File: src/rtl/rca_share_ctrl.sv
// Two-requester round-robin sequencer for one shared external 4-bit ripple-carry adder slice.
// Operands are added nibble-serially, LSB first, with the inter-slice carry held in a register.
//
// state | meaning
// IDLE  | arbitrate req0/req1, latch winner operands on grant
// RUN   | drive one nibble per cycle to the shared adder, capture its sum/carry
// DONE  | one-cycle result-valid pulse; requests are not sampled
module rca_share_ctrl #(
   parameter int OP_W = 16
) (
   input  logic            clk,
   input  logic            rst_n,
   input  logic            req0,
   input  logic [OP_W-1:0] a0,
   input  logic [OP_W-1:0] b0,
   input  logic            cin0,
   input  logic            req1,
   input  logic [OP_W-1:0] a1,
   input  logic [OP_W-1:0] b1,
   input  logic            cin1,
   output logic            gnt0,
   output logic            gnt1,
   output logic [3:0]      add_a,
   output logic [3:0]      add_b,
   output logic            add_cin,
   input  logic [3:0]      add_s,
   input  logic            add_cout,
   output logic            busy,
   output logic            done,
   output logic            done_id,
   output logic [OP_W-1:0] sum,
   output logic            cout,
   output logic            ovf
);

   localparam int NSLICE = OP_W / 4;
   localparam int IW = (NSLICE > 2) ? $clog2(NSLICE) : 1;
   localparam logic [IW-1:0] LAST_IDX = IW'(NSLICE - 1);

   typedef enum logic [1:0] {IDLE, RUN, DONE} state_t;

   state_t          state, state_nxt;
   logic [IW-1:0]   idx;
   logic            carry;
   logic [OP_W-1:0] a_lat, b_lat;
   logic [OP_W-1:0] sum_sh, sum_nxt;
   logic            owner, last_id;
   logic            grant, win;
   logic            run, last_slice;
   logic [IW+1:0]   nib;

   assign run        = (state == RUN);
   assign last_slice = run && (idx == LAST_IDX);
   assign nib        = {idx, 2'b00};

   always_ff @(posedge clk) begin
      if (!rst_n) state <= IDLE;
      else        state <= state_nxt;
   end

   always_comb begin
      state_nxt = state;
      grant     = 1'b0;
      win       = 1'b0;
      case (state)
         IDLE: begin
            // tie goes to whoever was not served last
            if (req0 && (!req1 || last_id)) begin
               grant     = 1'b1;
               win       = 1'b0;
               state_nxt = RUN;
            end else if (req1) begin
               grant     = 1'b1;
               win       = 1'b1;
               state_nxt = RUN;
            end
         end
         RUN:     if (idx == LAST_IDX) state_nxt = DONE;
         DONE:    state_nxt = IDLE;
         default: state_nxt = IDLE;
      endcase
   end

   always_comb begin
      sum_nxt           = sum_sh;
      sum_nxt[nib +: 4] = add_s;
   end

   assign add_a   = run ? a_lat[nib +: 4] : 4'd0;
   assign add_b   = run ? b_lat[nib +: 4] : 4'd0;
   assign add_cin = run ? carry : 1'b0;
   assign busy    = (state == RUN) || (state == DONE);
   assign done    = (state == DONE);

   always_ff @(posedge clk) begin
      if (!rst_n) begin
         idx     <= '0;
         carry   <= 1'b0;
         a_lat   <= '0;
         b_lat   <= '0;
         sum_sh  <= '0;
         owner   <= 1'b0;
         last_id <= 1'b1;
         gnt0    <= 1'b0;
         gnt1    <= 1'b0;
         done_id <= 1'b0;
         sum     <= '0;
         cout    <= 1'b0;
         ovf     <= 1'b0;
      end else begin
         gnt0 <= grant && !win;
         gnt1 <= grant && win;
         if (grant) begin
            a_lat   <= win ? a1 : a0;
            b_lat   <= win ? b1 : b0;
            carry   <= win ? cin1 : cin0;
            idx     <= '0;
            last_id <= win;
            owner   <= win;
         end
         if (run) begin
            sum_sh <= sum_nxt;
            carry  <= add_cout;
            idx    <= idx + 1'b1;
         end
         // visible result only moves at the completion edge
         if (last_slice) begin
            sum     <= sum_nxt;
            cout    <= add_cout;
            ovf     <= (a_lat[OP_W-1] == b_lat[OP_W-1]) && (add_s[3] != a_lat[OP_W-1]);
            done_id <= owner;
         end
      end
   end

endmodule
File: config.mk
export PLATFORM = sky130hd
export DESIGN_NAME = rca_share_ctrl
export DESIGN_NICKNAME = d
export VERILOG_FILES = /design/src/rtl/rca_share_ctrl.sv
export SDC_FILE = /design/constraint.sdc
export NUM_CORES = 1
export LEC_CHECK = 0
export CAP_MARGIN = 20
export CORE_ASPECT_RATIO = 1.5
export CORE_MARGIN = 2
export CORE_UTILIZATION = 29
export CTS_BUF_LIST = sky130_fd_sc_hd__clkbuf_2 sky130_fd_sc_hd__clkbuf_4 sky130_fd_sc_hd__clkbuf_8
export DETAILED_ROUTE_END_ITERATION = 8
export PLACE_DENSITY_LB_ADDON = 0.3
export REMOVE_ABC_BUFFERS = 1
export SKIP_LAST_GASP = 1
export SLEW_MARGIN = 20
export SYNTH_ARGS = -nofsm -noshare
export SYNTH_HDL_FRONTEND = slang
export SYNTH_SLANG_ARGS = --single-unit
File: constraint.sdc
create_clock -name clk -period 4.72 [get_ports clk]
set_input_delay 0.472 -clock clk [delete_from_list [all_inputs] [get_ports clk]]
set_output_delay 0.472 -clock clk [all_outputs]
set_load 0.05 [all_outputs]
==> out/results.txt <==
Outcome: finished clean
Die Height: 137.9 um
Slew HR: 33.61%
Initial antenna violation count: 0
Period utilization: 71.00%
R2R depth: 5
Hold_buf cts: 0
Post-synth top flop: dfxtp_1
R2r setup slk: 1.96 ns
DR pass1 iterations: 4
Maximum buffer depth of the clock tree: 2
Maxcap violations: 0
Reg2Reg Capture Point: sum_sh[7]$_SDFFE_PN0P_
Starting Density: 29.91%
CTS tree: built
CP cell instances: mux4_1 -> and2_1 -> clkdlybuf4s50_1
Largest net degree at the start of global routing: 65
H-tree depth: 3
Drt drc: 0
Synth-to-layout area growth: 37.68%
CP max stage cell: dfxtp_1
Commonest cells after routing, fill and taps aside: clkdlybuf4s50_1 (105), dfxtp_1 (72), o21ai_0 (57)
Yosys cell types: 45
CTS resizes: 0
Mapped Cells: 376
Post-synth EDFFs: 0
Commonest non-fill, non-tap cell in the layout: clkdlybuf4s50_1
Crit path DAT: 2.88 ns
Placement Setup Slack: 1.726 ns
Starting DRT DRC Count: 162
Slew at the pin closest to its max-slew limit: 0.9945 ns
Final Hold Vio Count: 0
Setup ws final: 1.369 ns
Area of the mapped netlist: 3467 um^2
Layout cells sized above 1: 7.463%
Delay-heaviest family, CP: flip-flops
DR WL/cell: 15.37 um
Crit. End Element: output pin
Avg Inst Size Synth: 9.221 um^2
Worst setup path startpoint: idx[0]$_SDFFE_PN0P_
Die area: 12860 um^2
Worst-case hold path end point: a_lat[12]$_SDFFE_PN0P_
First-pass GRT wire length: 15510 um
Max Slew Vio Count: 0
Worst min-delay path startpoint: a_lat[12]$_SDFFE_PN0P_
Die width: 93.28 um
Global Route Usage Sum: 15.57%
Post-CTS Setup Repair Bufs: 0
Pwr Density: 302.2 nW/um^2
Fin crit period: 3.351 ns
Leak: 1.702 nW
Synth top area share: 41.57%
RSZ-0062 raised after global routing: false
Register area share after synthesis: 41.57%
Post-route setup TNS: 0 ns
Post-route ant nets: 0
Worst vdd ir: 0.1445 mV
Worst setup path category: reg2out
Input/output buffers: 106
GP Congestion: 0.7512
Critical R2R Launch: idx[0]$_SDFFE_PN0P_
Via count: 3226
Root buffer cell: clkbuf_8
Nets@finish: 547
Rows: 48
CTS Buf Count: 9
Setup violators final: 0
Hold Path Class: reg2reg
Core Region: 11590 um^2
Nature of the critical path startpoint: register
Final WL: 9516 um
Yosys reg bits: 72
Async S/R FF share, synth: 0%
Worst Skew: 0.004021 ns
Data required, critical path: 4.25 ns
Filler cell count: 1174
TritonCTS Sinks: 72
Fmax: 298.4 MHz
Yosys top cell by area: dfxtp_1
WHS Path Cells: 1
Global route total overflow: 0
CP Max Fanout: 20
Synth area leaders: dfxtp_1 (42%), o21ai_0 (8.2%), a32oi_1 (4.3%)
Post-DR vias/cell: 5.212
Yosys warning count: 0
Crit-path max cell delay: 0.98 ns
N_diodes: 0
Clk Latency, worst-skew pair: 0.35 ns
IO Pins: 107
CP Buf/Inv Count: 1
Via count of the first global-routing pass: 3128
DP Wirelength: 6630 um
CTS clk-pin slew, worst paths: 0.07 ns
-- synth_stat cells, drive strengths merged (5+ instances only) --
master,count
mux4,8
nand4,5
nand3,27
ha,8
nand2,18
clkbuf,13
and2,15
a21boi,6
a32oi,17
dfxtp,72
o21a,6
nand2b,7
nor2,6
a31oi,21
o21ai,58
o2bb2ai,9
a21oi,5
and3,6
buf,21
a221o,6
nor3,5
nor2b,8
inv,13
-- how the worst max path moves through the flow --
stage,end,slack (ns),depth (start not counted)
after floorplan,sum_sh[0]$_SDFFE_PN0P_,2.38,5
final,add_a[3],1.37,3
after global placement,add_b[3],1.76,3
after detailed placement,sum_sh[0]$_SDFFE_PN0P_,1.73,5
after CTS,add_a[3],1.30,3
after global routing,add_a[3],1.20,3
-- power breakdown --
group | total [mW] | leakage [nW] | internal, mW | switching (mW)
Clock | 0.462 | 0.103 | 0.237 | 0.225
Sequential | 0.679 | 0.589 | 0.650 | 0.0297
Combinational | 0.300 | 1.01 | 0.142 | 0.158
-- per-stage QoR --
step | instance area (um^2) | total power [mW] | std cells | hold WS, ns | util [%]
2_1_floorplan | 3298 | 0.8515 | 342 | 0.4241 | -
3_3_place_gp | 4579 | 0.9877 | 603 | 0.4403 | 39.51
3_5_place_dp | 4579 | 0.9923 | 603 | 0.4460 | 39.51
4_1_cts | 4767 | 1.460 | 619 | 0.4660 | 41.13
5_1_grt | 4773 | 1.523 | 619 | 0.4959 | 41.18
6_report | 4773 | 1.442 | 619 | 0.4622 | 41.18
-- area by class of cell --
cell class                      count  area [um^2]  share of cell area (%)
Tap cell                          150        187.7                   3.932
Clock inverter                      3        15.01                  0.3145
Sequential cell                    72         1441                   30.20
Inverter                           13        48.80                   1.022
Timing Repair Buffer              111         1094                   22.91
Clock buffer                       13        172.7                   3.617
Multi-Input combinational cell    257         1814                   38.01
-- routing by layer --
layer	global-route usage (%)	wire length (um)	vias up
met3	3.967	459	11
met4	6.127	144	0
met5	0	0	-
li1	-	-	1597
met2	27.10	4883	95
met1	18.21	4028	1523
-- cells by family after synthesis --
group	synth area share, %
DFF	41.57
muxes	5.738
and+or+nand+nor	17.07
buffers and inverters	6.279
AOI/OAI and AO/OA	26.45
adders and majority gates	2.887
-- flip-flops by register name (all words and copies together) (netlist names) --
name     flops
sum         16
gnt1         1
b_lat       16
gnt0         1
state        2
carry        1
done_id      1
idx          2
owner        1
ovf          1
a_lat       16
last_id      1
cout         1
sum_sh      12
No activity file was read; power rests on OpenSTA's default activity.
